===== src/rtl/perm_rot_sched_pkg.sv =====
// Shared types, defaults and helpers for the slice-rotation scheduler.
// Optional per-slice skew is enabled with the PERM_SKEW_EN macro.
package perm_pkg;

    localparam int SLICES_DEF = 16;
    localparam int CNT_W_DEF  = 8;

    typedef enum logic [0:0] {
        IDLE = 1'b0,
        RUN  = 1'b1
    } state_e;

    // Width of one slice address; never narrower than one bit.
    function automatic int addr_w(input int slices);
        return (slices > 1) ? $clog2(slices) : 1;
    endfunction

endpackage


===== src/rtl/perm_rot_sched_if.sv =====
// Command/data/address-vector handshake bundle for perm_rot_sched.
// The cmd_skew field exists only when PERM_SKEW_EN is defined.
interface perm_rot_sched_if
    import perm_pkg::*;
#(
    parameter int SLICES = SLICES_DEF,
    parameter int ADDR_W = addr_w(SLICES),
    parameter int CNT_W  = CNT_W_DEF
);

    logic                     cmd_valid;
    logic                     cmd_ready;
    logic [ADDR_W-1:0]        cmd_shift;
    logic [ADDR_W-1:0]        cmd_step;
    logic [CNT_W-1:0]         cmd_beats;
`ifdef PERM_SKEW_EN
    logic [ADDR_W-1:0]        cmd_skew;
`endif
    logic                     dat_valid;
    logic                     dat_ready;
    logic                     perm_valid;
    logic                     perm_ready;
    logic [SLICES*ADDR_W-1:0] t_addr_dat;
    logic                     perm_last;
    logic                     busy;

    // The scheduler side.
    modport slave (
        input  cmd_valid, cmd_shift, cmd_step, cmd_beats,
`ifdef PERM_SKEW_EN
        input  cmd_skew,
`endif
        input  dat_valid, perm_ready,
        output cmd_ready, dat_ready, perm_valid, t_addr_dat, perm_last, busy
    );

    // The command/data source and address consumer side.
    modport master (
        output cmd_valid, cmd_shift, cmd_step, cmd_beats,
`ifdef PERM_SKEW_EN
        output cmd_skew,
`endif
        output dat_valid, perm_ready,
        input  cmd_ready, dat_ready, perm_valid, t_addr_dat, perm_last, busy
    );

endinterface


===== src/rtl/perm_rot_sched_addr_gen.sv =====
// Combinational expansion of a base rotation into one address per slice.
// With PERM_SKEW_EN, slice s gets base + s*skew; otherwise every slice gets base.
module perm_addr_gen
    import perm_pkg::*;
#(
    parameter int SLICES = SLICES_DEF,
    parameter int ADDR_W = addr_w(SLICES)
) (
    input  logic [ADDR_W-1:0]        base_i,
`ifdef PERM_SKEW_EN
    input  logic [ADDR_W-1:0]        skew_i,
`endif
    output logic [SLICES*ADDR_W-1:0] addr_o
);

    logic [ADDR_W-1:0] skew;

`ifdef PERM_SKEW_EN
    assign skew = skew_i;
`else
    assign skew = '0;
`endif

    // Truncation to ADDR_W bits is the modulo-SLICES wrap.
    for (genvar s = 0; s < SLICES; s++) begin : g_slice
        localparam logic [ADDR_W-1:0] SIDX = ADDR_W'(s);
        assign addr_o[s*ADDR_W +: ADDR_W] = base_i + SIDX * skew;
    end

endmodule


===== src/rtl/perm_rot_sched.sv =====
// Rotation command scheduler: turns each command into one slice-address vector per data beat.
// Optional per-slice skew is enabled with the PERM_SKEW_EN macro.
module perm_rot_sched
    import perm_pkg::*;
#(
    parameter int SLICES = SLICES_DEF,
    parameter int ADDR_W = addr_w(SLICES),
    parameter int CNT_W  = CNT_W_DEF
) (
    input  logic             clk,
    input  logic             reset_n,
    perm_rot_sched_if.slave  bus
);

    state_e                   state_q;
    logic [ADDR_W-1:0]        cur_shift_q;
    logic [ADDR_W-1:0]        cur_shift_d;
    logic [ADDR_W-1:0]        step_q;
    logic [CNT_W-1:0]         remain_q;
    logic [CNT_W-1:0]         remain_d;
`ifdef PERM_SKEW_EN
    logic [ADDR_W-1:0]        skew_q;
`endif
    logic                     perm_valid_q;
    logic                     perm_last_q;
    logic [SLICES*ADDR_W-1:0] addr_q;
    logic [SLICES*ADDR_W-1:0] addr_vec;

    logic                     dat_ready;
    logic                     cmd_fire;
    logic                     beat_fire;
    logic                     last_beat;

    // A single output register: a new beat is taken only if the slot is empty or draining.
    assign dat_ready   = (state_q == RUN) && (!perm_valid_q || bus.perm_ready);
    assign cmd_fire    = (state_q == IDLE) && bus.cmd_valid;
    assign beat_fire   = dat_ready && bus.dat_valid;
    assign last_beat   = (remain_q == CNT_W'(1));
    assign cur_shift_d = cur_shift_q + step_q;
    assign remain_d    = remain_q - CNT_W'(1);

    perm_addr_gen #(
        .SLICES (SLICES),
        .ADDR_W (ADDR_W)
    ) u_addr_gen (
        .base_i (cur_shift_q),
`ifdef PERM_SKEW_EN
        .skew_i (skew_q),
`endif
        .addr_o (addr_vec)
    );

    always_ff @(posedge clk or negedge reset_n) begin
        if (!reset_n) begin
            state_q      <= IDLE;
            cur_shift_q  <= '0;
            step_q       <= '0;
            remain_q     <= '0;
`ifdef PERM_SKEW_EN
            skew_q       <= '0;
`endif
            perm_valid_q <= 1'b0;
            perm_last_q  <= 1'b0;
            addr_q       <= '0;
        end else begin
            case (state_q)
                IDLE: begin
                    // A zero-beat command is consumed without leaving IDLE.
                    if (cmd_fire && (bus.cmd_beats != '0)) begin
                        cur_shift_q <= bus.cmd_shift;
                        step_q      <= bus.cmd_step;
                        remain_q    <= bus.cmd_beats;
`ifdef PERM_SKEW_EN
                        skew_q      <= bus.cmd_skew;
`endif
                        state_q     <= RUN;
                    end
                end
                RUN: begin
                    if (beat_fire) begin
                        cur_shift_q <= cur_shift_d;
                        remain_q    <= remain_d;
                        if (last_beat) begin
                            state_q <= IDLE;
                        end
                    end
                end
                default: state_q <= IDLE;
            endcase

            if (beat_fire) begin
                perm_valid_q <= 1'b1;
                perm_last_q  <= last_beat;
                addr_q       <= addr_vec;
            end else if (bus.perm_ready) begin
                perm_valid_q <= 1'b0;
                perm_last_q  <= 1'b0;
            end
        end
    end

    assign bus.cmd_ready  = (state_q == IDLE);
    assign bus.dat_ready  = dat_ready;
    assign bus.perm_valid = perm_valid_q;
    assign bus.perm_last  = perm_last_q;
    assign bus.t_addr_dat = addr_q;
    assign bus.busy       = (state_q != IDLE) || perm_valid_q;

endmodule


===== src/flat_wrapper.sv =====
// flat-port wrapper written by rule: the top's interface ports become plain ports
module perm_rot_sched_flat import perm_pkg::*;
#(
    parameter int SLICES = SLICES_DEF,
    parameter int ADDR_W = addr_w(SLICES),
    parameter int CNT_W  = CNT_W_DEF
)
  (clk, reset_n, bus_cmd_valid, bus_cmd_shift, bus_cmd_step, bus_cmd_beats, bus_dat_valid, bus_perm_ready, bus_cmd_ready, bus_dat_ready, bus_perm_valid, bus_t_addr_dat, bus_perm_last, bus_busy);
  perm_rot_sched_if #(.SLICES(SLICES), .ADDR_W(ADDR_W), .CNT_W(CNT_W)) bus_i ();
  input  logic clk;
  input  logic reset_n;
  input wire logic [$bits(bus_i.cmd_valid)-1:0] bus_cmd_valid;
  input wire logic [$bits(bus_i.cmd_shift)-1:0] bus_cmd_shift;
  input wire logic [$bits(bus_i.cmd_step)-1:0] bus_cmd_step;
  input wire logic [$bits(bus_i.cmd_beats)-1:0] bus_cmd_beats;
  input wire logic [$bits(bus_i.dat_valid)-1:0] bus_dat_valid;
  input wire logic [$bits(bus_i.perm_ready)-1:0] bus_perm_ready;
  output wire logic [$bits(bus_i.cmd_ready)-1:0] bus_cmd_ready;
  output wire logic [$bits(bus_i.dat_ready)-1:0] bus_dat_ready;
  output wire logic [$bits(bus_i.perm_valid)-1:0] bus_perm_valid;
  output wire logic [$bits(bus_i.t_addr_dat)-1:0] bus_t_addr_dat;
  output wire logic [$bits(bus_i.perm_last)-1:0] bus_perm_last;
  output wire logic [$bits(bus_i.busy)-1:0] bus_busy;
  assign bus_i.cmd_valid = bus_cmd_valid;
  assign bus_i.cmd_shift = bus_cmd_shift;
  assign bus_i.cmd_step = bus_cmd_step;
  assign bus_i.cmd_beats = bus_cmd_beats;
  assign bus_i.dat_valid = bus_dat_valid;
  assign bus_i.perm_ready = bus_perm_ready;
  assign bus_cmd_ready = bus_i.cmd_ready;
  assign bus_dat_ready = bus_i.dat_ready;
  assign bus_perm_valid = bus_i.perm_valid;
  assign bus_t_addr_dat = bus_i.t_addr_dat;
  assign bus_perm_last = bus_i.perm_last;
  assign bus_busy = bus_i.busy;
  perm_rot_sched #(.SLICES(SLICES), .ADDR_W(ADDR_W), .CNT_W(CNT_W)) u_core (.clk(clk), .reset_n(reset_n), .bus(bus_i));
endmodule

===== config.mk =====
export PLATFORM = sky130hd
export DESIGN_NAME = perm_rot_sched_flat
export DESIGN_NICKNAME = d
export VERILOG_FILES = /design/src/rtl/perm_rot_sched_pkg.sv /design/src/rtl/perm_rot_sched_if.sv /design/src/rtl/perm_rot_sched_addr_gen.sv /design/src/rtl/perm_rot_sched.sv /design/src/flat_wrapper.sv
export SDC_FILE = /design/constraint.sdc
export NUM_CORES = 1
export LEC_CHECK = 0
export BUFFER_PORTS_ARGS = -buffer_cell sky130_fd_sc_hd__buf_4
export CAP_MARGIN = 10
export CORE_MARGIN = 2
export CORE_UTILIZATION = 55
export CTS_CLUSTER_SIZE = 25
export DETAILED_ROUTE_END_ITERATION = 16
export GPL_TIMING_DRIVEN = 0
export PLACE_DENSITY = 0.8
export SYNTH_ARGS = -nofsm -noshare
export SYNTH_HDL_FRONTEND = slang
export SYNTH_HIERARCHICAL = 1
export SYNTH_SLANG_ARGS = --single-unit

===== constraint.sdc =====
create_clock -name clk -period 2.2 [get_ports clk]
set_clock_uncertainty 0.05 [all_clocks]
set_input_delay 0.11 -clock clk [delete_from_list [all_inputs] [get_ports clk]]
set_output_delay 0.11 -clock clk [all_outputs]
set_load 0.05 [all_outputs]

==> After elaboration in Yosys (flattened, before gate mapping) <==
Index checks and enable logic that the tools add are counted.
{ "word_totals": {"wordCells": 37, "regBits": 83, "in_bits": 21, "out_inout_bits": 69} }
{ "op_classes": {"n_addsub": 2, "eq_ne": 3, "n_mux": 13, "bitwise_logic": 1, "n_reduce_logical": 11} }
{ "op_table": {"columns": ["op", "n"], "rows": [
  ["$mux 8", 2],
  ["$pmux 8 s2", 1],
  ["$eq 8x1->1 const B", 1],
  ["$mux 4", 2],
  ["$pmux 4 s2", 1],
  ["$reduce_bool 8->1", 1],
  ["$sub 8x1->8 const B", 1],
  ["$mux 1", 6],
  ["$add 4x4->4", 1],
  ["$logic_and 1x1->1", 4],
  ["$reduce_and 2->1", 2],
  ["$logic_or 1x1->1", 2],
  ["$ne 2x1->1 const B", 1],
  ["$ne 2x2->1 const B", 1],
  ["$pmux 1 s2", 1],
  ["$reduce_bool 2->1", 1],
  ["$logic_not 1->1", 1],
  ["$not 1->1", 1]
]} }

==> Logic depth before layout (Yosys ltp) <==
Gate-level depths: netlist of the first run.
{ "depth": {"word_depth": 6, "mapped_depth": 8, "mapped_depth_nobuf": 7} }

==> Cells and area by module <==
Netlist of the first run, hierarchy kept.
{ "by_module_without_submodules": {"columns": ["mod", "area_per_inst_um2", "instances", "seq_area_each_um2", "cells_per_inst"], "rows": [
  ["perm_rot_sched", 3547.2, 1, 2077.0, 400],
  ["perm_addr_gen", 480.5, 1, 0.0, 64]
]} }

==> Worst setup path after synthesis of the first run <==
OpenSTA, ideal clock, no wires.
{ "synth_path": {"kind": "register to register", "start": "reg u_core.perm_valid_q (netlist: u_core/bus.perm_valid)", "end": "reg u_core.cur_shift_q[3]", "path_stages_with_launch": 7, "required_ns": 2.079, "path_slack_ns": 0.282, "setup_time_ns": 0.071, "path_buffers": 2, "synth_period_minus_slack_ns": 1.918, "t_arrival_ns": 1.797, "cell_sequence": "dfrtp_1 nor2b_4 buf_6 or2_1 buf_2 or4_1 nand3_1"} }
{ "synth_via": {"elab_chain_len": 6} }
{ "synth_lines": {"columns": ["item", "line_no", "source"], "rows": [
  ["from (decl)", "perm_rot_sched.sv:24", "logic perm_valid_q;"],
  ["from (signal assigned)", "perm_rot_sched.sv:62", "perm_valid_q <= 1'b0;"],
  ["from (signal assigned)", "perm_rot_sched.sv:92", "perm_valid_q <= 1'b1;"],
  ["from (signal assigned)", "perm_rot_sched.sv:96", "perm_valid_q <= 1'b0;"],
  ["$logic_not 1->1", "perm_rot_sched.sv:35", "assign dat_ready = (state_q == RUN) && (!perm_valid_q || bus.perm_ready);"],
  ["$logic_or 1x1->1", "perm_rot_sched.sv:35", null],
  ["$logic_and 1x1->1", "perm_rot_sched.sv:35", null],
  ["$logic_and 1x1->1", "perm_rot_sched.sv:37", "assign beat_fire = dat_ready && bus.dat_valid;"],
  ["$ne 2x2->1 (no line)", null, null],
  ["$reduce_and 2->1 (no line)", null, null],
  ["to (signal assigned)", "perm_rot_sched.sv:70", "cur_shift_q <= bus.cmd_shift;"],
  ["to (signal assigned)", "perm_rot_sched.sv:81", "cur_shift_q <= cur_shift_d;"],
  ["to (decl)", "perm_rot_sched.sv:16", "logic [ADDR_W-1:0] cur_shift_q;"]
]} }
Every way passes these cells.
A chain may end at the register's enable or synchronous reset.

==> Worst setup path after layout of the first run <==
{ "layout_path": {"start": "reg u_core.perm_valid_q (netlist: u_core/bus.perm_valid)", "end": "reg u_core.state_q"} }
{ "layout_via": {"elab_chain_len": 6} }
{ "layout_lines": {"columns": ["item", "line_no", "source"], "rows": [
  ["$logic_not 1->1", "perm_rot_sched.sv:35", null],
  ["$logic_or 1x1->1", "perm_rot_sched.sv:35", null],
  ["$logic_and 1x1->1", "perm_rot_sched.sv:35", null],
  ["$logic_and 1x1->1", "perm_rot_sched.sv:37", null],
  ["$mux 1", "perm_rot_sched.sv:80", "if (beat_fire) begin"],
  ["$pmux 1 s2", "perm_rot_sched.sv:66", "case (state_q)"],
  ["to (signal assigned)", "perm_rot_sched.sv:76", "state_q <= RUN;"],
  ["to (signal assigned)", "perm_rot_sched.sv:84", "state_q <= IDLE;"],
  ["to (signal assigned)", "perm_rot_sched.sv:88", "default: state_q <= IDLE;"],
  ["to (decl)", "perm_rot_sched.sv:15", "state_e state_q;"]
]} }
Every way passes these cells.

==> results.sh, run 1 <==
export IMPL_setup_viol=0
export IMPL_post_cts_buffers=0
export IMPL_drt_iter0_drc=187
export IMPL_antenna_cells=0
export IMPL_power_leakage_nw=2.80
export IMPL_grt_pass1_wl_mm=14.8
export IMPL_hold_viol=0
export IMPL_drc=0
export IMPL_hpwl_mm=5.96
export IMPL_ant_nets=0
export IMPL_synthCells=464
export IMPL_cts_buffers=9
export IMPL_timing_setup_tns_ns=0
export IMPL_grt_max_degree=84
export IMPL_grt_pass1_vias=3217
export IMPL_reg2reg_from="u_core/bus.perm_valid"
export IMPL_cp_data_required_time_ns=2.39
export IMPL_worstSetupStartpoint="u_core/bus.perm_valid"
export IMPL_syn_num_nets=491
export IMPL_clkSlewWorstSetupHoldPaths_ns=0.08
export IMPL_synth_edf_count=0
export IMPL_grt_total_usage=0.239
export IMPL_async_flop_share=1.00
export IMPL_worstHoldStart="bus_cmd_beats[4]"
export IMPL_slew_headroom=0.308
export IMPL_synth_area_per_cell_sq_um=8.68
export IMPL_cp_max_fo=10
export IMPL_drive_above_1_share=0.328
export IMPL_synth_flop_cell="dfrtp_1"
export IMPL_overflow=0
export IMPL_cp_start_kind="register"
export IMPL_viasPerCell=4.85
export IMPL_ys_ff_latch=83
export IMPL_fp_row_count=31
export IMPL_syn2layout_area_growth_pct=26.7
export IMPL_outcome="completed"
export IMPL_synth_warnings=6
export IMPL_port_buffers=89
export IMPL_clkLatencyLatePin_ns=0.34
export IMPL_slew_viol_final=0
export IMPL_power_density_mw_per_mm2=1740
export IMPL_layout_common_cells="nand2_1 (206), buf_4 (154), dfrtp_1 (80), clkbuf_1 (12), o21ai_0 (12)"
export IMPL_die_w_um=89.6
export IMPL_core_area_sq_mm=0.00718
export IMPL_fin_crit_ns=1.95
export IMPL_yosys_cell_types_count=41
export IMPL_peakVddDrop_mv=0.760
export IMPL_avgRoutedWirePerCell_um=13.1
export IMPL_cts_sinks=83
export IMPL_p_total_mw=8.89
export IMPL_rsz0062_at_grt="false"
export IMPL_synthesis_area_sq_mm=0.00403
export IMPL_drt_total_wl_mm=8.86
export IMPL_arrival_ns=2.14
export IMPL_worstSetupEndpointType="register"
export IMPL_final_common_cell="nand2_1"
export IMPL_die_area_sq_mm=0.00802
export IMPL_start_util=0.561
export IMPL_antenna_found_initial=0
export IMPL_maxCapViolCount=0
export IMPL_gp_congestion=0.909
export IMPL_holdCritPathClass="input port to register"
export IMPL_cts_htree_levels=3
export IMPL_clockBufferDepth=2
export IMPL_worstSetupPathType="register to register"
export IMPL_ioPinCount=90
export IMPL_synth_seq_area_share=0.516
export IMPL_nFillCells=598
export IMPL_cts_tree="yes"
export IMPL_finalCritPeriodShare=0.887
export IMPL_vias=3277
export IMPL_cts_root_buf="clkbuf_8"
export IMPL_drt_first_pass_iters=5
export IMPL_worst_pin_slew_ns=1.04
export IMPL_finish_net_count=599
export IMPL_die_h_um=89.6
export IMPL_fmax_ghz=0.512
## metal layers
metal | vias up | GRT usage | wire, um
li1 | 1620 | - | -
met1 | 1547 | 0.321 | 3840
met2 | 101 | 0.396 | 4450
met3 | 9 | 0.0448 | 481
met4 | 0 | 0.0706 | 93
met5 | - | 0 | 0
## critical path, stage by stage (launching register included)
cell     delay, ns
dfrtp_1       0.39
nor2b_4       0.13
buf_6         0.13
nor2_1        0.47
buf_2         0.33
nand4_1       0.15
a21o_1        0.21
## stage by stage
| stage | utilization | cells | setup WS (ns) | area, sq um | hold WS, ns |
|---|---|---|---|---|---|
| 2_1_floorplan | - | 464 | 0.282 | 4030 | -0.236 |
| 3_3_place_gp | 0.672 | 652 | 0.111 | 4820 | 0.252 |
| 3_5_place_dp | 0.672 | 652 | 0.0665 | 4820 | 0.261 |
| 4_1_cts | 0.711 | 676 | 0.0530 | 5100 | 0.00229 |
| 5_1_grt | 0.711 | 676 | 0.0983 | 5100 | 0.0212 |
| 6_report | 0.711 | 676 | 0.248 | 5100 | 0.0190 |
## cell type report
cell class / instances / area (sq um) / share of cell area
tap: 99 / 124 / 0.0243
sequential: 83 / 2080 / 0.408
buffer: 84 / 576 / 0.113
timing repair buffer: 97 / 748 / 0.147
clock buffer: 10 / 128 / 0.0250
inverter: 9 / 33.8 / 0.00662
clock inverter: 6 / 72.6 / 0.0142
multi-input combinational: 288 / 1340 / 0.263
## logic make-up after synthesis
group	synth area share
AO/OA/AOI/OAI	0.0541
XOR/XNOR	0.00217
adder cells (fa/ha/maj)	0.0205
buffers and inverters	0.151
flip-flops	0.516
multiplexers	0.00249
AND/OR/NAND/NOR	0.254
## state kept, by name, summed over array words and instances (netlist names)
name	cells
u_core/cur_shift_q	4
u_core/bus.perm_last	1
u_core/remain_q	8
u_core/step_q	4
u_core/bus.perm_valid	1
u_core/bus.t_addr_dat	64
u_core/state_q	1
## repair_timing
action,in CTS,in global routing
endpoints found under the hold margin,90,0
hold buffers,8,0
setup endpoints to repair,0,3
resized for setup,0,3
## report_power, final
group	internal [mW]	switching [mW]	total, mW
clock	0.538	0.572	1.11
combinational	1.92	3.08	5.01
sequential	2.17	0.603	2.77
total	4.63	4.26	8.89
## synth_stat cells, types with 4 or more instances
library cell | instances | area, sq um
nand2b_1 | 4 | 25.0
buf_2 | 7 | 35.0
dfrtp_1 | 83 | 2080
ha_1 | 5 | 62.6
nor2_1 | 11 | 41.3
a21oi_1 | 4 | 20.0
inv_1 | 8 | 30.0
o21ai_0 | 12 | 60.1
clkbuf_1 | 11 | 41.3
nand2_1 | 206 | 773
buf_4 | 65 | 488
nand3_1 | 6 | 30.0
nor3_1 | 5 | 25.0
## final timing paths
path	to	slack, ns	depth (start not counted)
setup / recovery	u_core/state_q	0.25	6
setup reg to reg	u_core/state_q	0.25	6
hold reg to reg	u_core/bus.t_addr_dat[6]	0.43	2
min in group asynchronous	u_core/bus.t_addr_dat[5]	0.41	2
hold / removal	u_core/remain_q[4]	0.02	2
max in group asynchronous	u_core/cur_shift_q[2]	0.94	2
(Power assumes the default switching activity.)
==> inputs of run 2 (changes only) <==
--- a/config.mk
+++ b/config.mk
@@ -9,9 +9,9 @@
 export CAP_MARGIN = 10
 export CORE_MARGIN = 2
 export CORE_UTILIZATION = 55
-export CTS_CLUSTER_SIZE = 25
 export DETAILED_ROUTE_END_ITERATION = 16
 export GPL_TIMING_DRIVEN = 0
+export HOLD_SLACK_MARGIN = 0.06
 export PLACE_DENSITY = 0.8
 export SYNTH_ARGS = -nofsm -noshare
 export SYNTH_HDL_FRONTEND = slang
==> results.sh, run 2 (same netlist as run 1, synthesis figures left out) <==
export IMPL_peakVddDrop_mv=0.763
export IMPL_grt_total_usage=0.241
export IMPL_cp_start_kind="register"
export IMPL_nFillCells=577
export IMPL_r2r_end="u_core/state_q"
export IMPL_cts_buffers=9
export IMPL_seq_power_share=0.312
export IMPL_clockBufferDepth=2
export IMPL_hpwl_mm=5.96
export IMPL_crit_buf_inv=2
export IMPL_switchingPower_mw=4.26
export IMPL_finalCritPeriodShare=0.896
export IMPL_clkSlewWorstSetupHoldPaths_ns=0.08
export IMPL_port_buffers=89
export IMPL_seqCellArea_sq_mm=0.00208
export IMPL_fmax_ghz=0.507
export IMPL_worstHoldStart="bus_cmd_beats[1]"
export IMPL_finish_net_count=607
export IMPL_r2r_slack_ns=0.23
export IMPL_grt_max_degree=84
export IMPL_fin_crit_ns=1.97
export IMPL_cts_sinks=83
export IMPL_rsz0062_at_grt="false"
export IMPL_cts_htree_levels=3
export IMPL_cts_tree="yes"
export IMPL_cts_root_buf="clkbuf_8"
export IMPL_maxCapViolCount=0
export IMPL_drt_iter0_drc=194
export IMPL_worstSetupEndpointType="register"
export IMPL_drive_above_1_share=0.323
export IMPL_post_dp_cell_area_sq_mm=0.00482
export IMPL_die_area_sq_mm=0.00802
export IMPL_antenna_found_initial=0
export IMPL_cp_max_fo=10
export IMPL_viasPerCell=4.83
export IMPL_critical_path_cell_chain="nor2b_4 -> buf_6 -> nor2_1 -> buf_2 -> nand4_1 -> a21o_1"
export IMPL_gp_congestion=0.909
export IMPL_cp_data_required_time_ns=2.38
export IMPL_p_clk_frac=0.125
export IMPL_p_sw_frac=0.479
export IMPL_slew_viol_final=0
export IMPL_die_w_um=89.6
export IMPL_clkLatencyLatePin_ns=0.34
export IMPL_power_density_mw_per_mm2=1720
export IMPL_min_to="u_core/remain_q[1]"
export IMPL_start_util=0.561
export IMPL_drt_first_pass_iters=4
export IMPL_ant_nets=0
export IMPL_multi_input_area_sq_mm=0.00134
export IMPL_slew_headroom=0.303
export IMPL_cp_top_family="simple AND/OR/NAND/NOR gates"
export IMPL_vias=3307
export IMPL_drt_total_wl_mm=8.96
export IMPL_drc=0
export IMPL_hold_viol=0
export IMPL_grt_pass1_wl_mm=15.0
export IMPL_worstSetupPathType="register to register"
export IMPL_holdPathStages=5
export IMPL_crit_path_top_delay_cell="nor2_1"
export IMPL_outcome="completed"
export IMPL_syn2layout_area_growth_pct=28.7
export IMPL_overflow=0
export IMPL_layout_common_cells="nand2_1 (206), buf_4 (154), dfrtp_1 (80), dlygate4sd3_1 (16)"
export IMPL_timing_setup_tns_ns=0
export IMPL_power_leakage_nw=2.84
export IMPL_ioPinCount=90
export IMPL_avgRoutedWirePerCell_um=13.1
export IMPL_finalInstanceArea_sq_mm=0.00518
export IMPL_arrival_ns=2.16
export IMPL_reg2reg_from="u_core/bus.perm_valid"
export IMPL_setup_viol=0
export IMPL_grt_pass1_vias=3212
export IMPL_p_comb_frac=0.564
export IMPL_largest_reg_flops=64
export IMPL_slowest_delay_ns=0.49
export IMPL_die_h_um=89.6
export IMPL_reg2regPathDepth=6
export IMPL_fp_row_count=31
export IMPL_internal_power_mw=4.64
export IMPL_holdCritPathClass="input port to register"
export IMPL_worst_pin_slew_ns=1.05
export IMPL_antenna_cells=0
export IMPL_core_area_sq_mm=0.00718
export IMPL_final_common_cell="nand2_1"
-- run 2: cell types whose count changed in the layout (fill, tap and decap cells not counted) --
cell	delta
dlygate4sd3_1	+8
-- run 2: worst min-delay path, stage by stage --
cell      delay, ns
buf_4          0.08
nand2b_1       0.05
o21ai_0        0.06
o21ai_0        0.07
o21ai_0        0.07
-- run 2: layout make-up --
type / instances / share of cell area
Tap cell: 99 / 0.0239
Sequential cell: 83 / 0.401
Inverter: 9 / 0.00652
Clock buffer: 10 / 0.0246
Multi-Input combinational cell: 288 / 0.259
Timing Repair Buffer: 105 / 0.160
Clock inverter: 6 / 0.0140
Buffer: 84 / 0.111
-- run 2: per-layer routing --
layer	wire, um	vias to the layer above	global-route usage
met5	0	-	0
met4	65	0	0.0692
met3	505	8	0.0457
met2	4430	107	0.398
met1	3960	1555	0.326
li1	-	1637	-
-- run 2: what timing repair did --
| action | in CTS | in global routing |
|---|---|---|
| setup endpoints to repair | 0 | 3 |
| setup buffers | 0 | 0 |
| resized for setup | 0 | 3 |
| hold buffers | 16 | 0 |
| endpoints found under the hold margin | 98 | 0 |
-- run 2: power groups by stage --
stage / logic (mW) / registers (mW) / clock network (mW)
2_1_floorplan: 1.96 / 4.42 / 0
3_3_place_gp: 4.90 / 2.78 / 0
3_5_place_dp: 5.02 / 2.81 / 0
4_1_cts: 5.05 / 2.78 / 1.14
5_1_grt: 5.44 / 2.89 / 1.21
6_report: 5.02 / 2.78 / 1.11
-- run 2: stage by stage --
stage | cells | power, mW | utilization | worst slack (ns) | hold WS (ns)
floorplan | 464 | 6.38 | - | 0.282 | -0.236
global placement | 652 | 7.68 | 0.672 | 0.111 | 0.252
detailed placement | 652 | 7.83 | 0.672 | 0.0665 | 0.261
CTS | 684 | 8.97 | 0.722 | 0.0530 | 0.0752
global route | 684 | 9.53 | 0.722 | 0.0983 | 0.112
finish | 684 | 8.90 | 0.722 | 0.228 | 0.0874
-- run 2: worst max path at each step --
stage | from | slack (ns) | endpoint | cells past startpoint
final | u_core/bus.perm_valid | 0.23 | u_core/state_q | 6
after detailed placement | u_core/cur_shift_q[2] | 0.07 | u_core/cur_shift_q[3] | 5
after global routing | u_core/bus.perm_valid | 0.1 | u_core/bus.t_addr_dat[32] | 7
after CTS | u_core/cur_shift_q[2] | 0.05 | u_core/cur_shift_q[3] | 5
after floorplan | u_core/bus.perm_valid | 0.28 | u_core/cur_shift_q[3] | 6
after global placement | u_core/cur_shift_q[2] | 0.11 | u_core/cur_shift_q[3] | 5
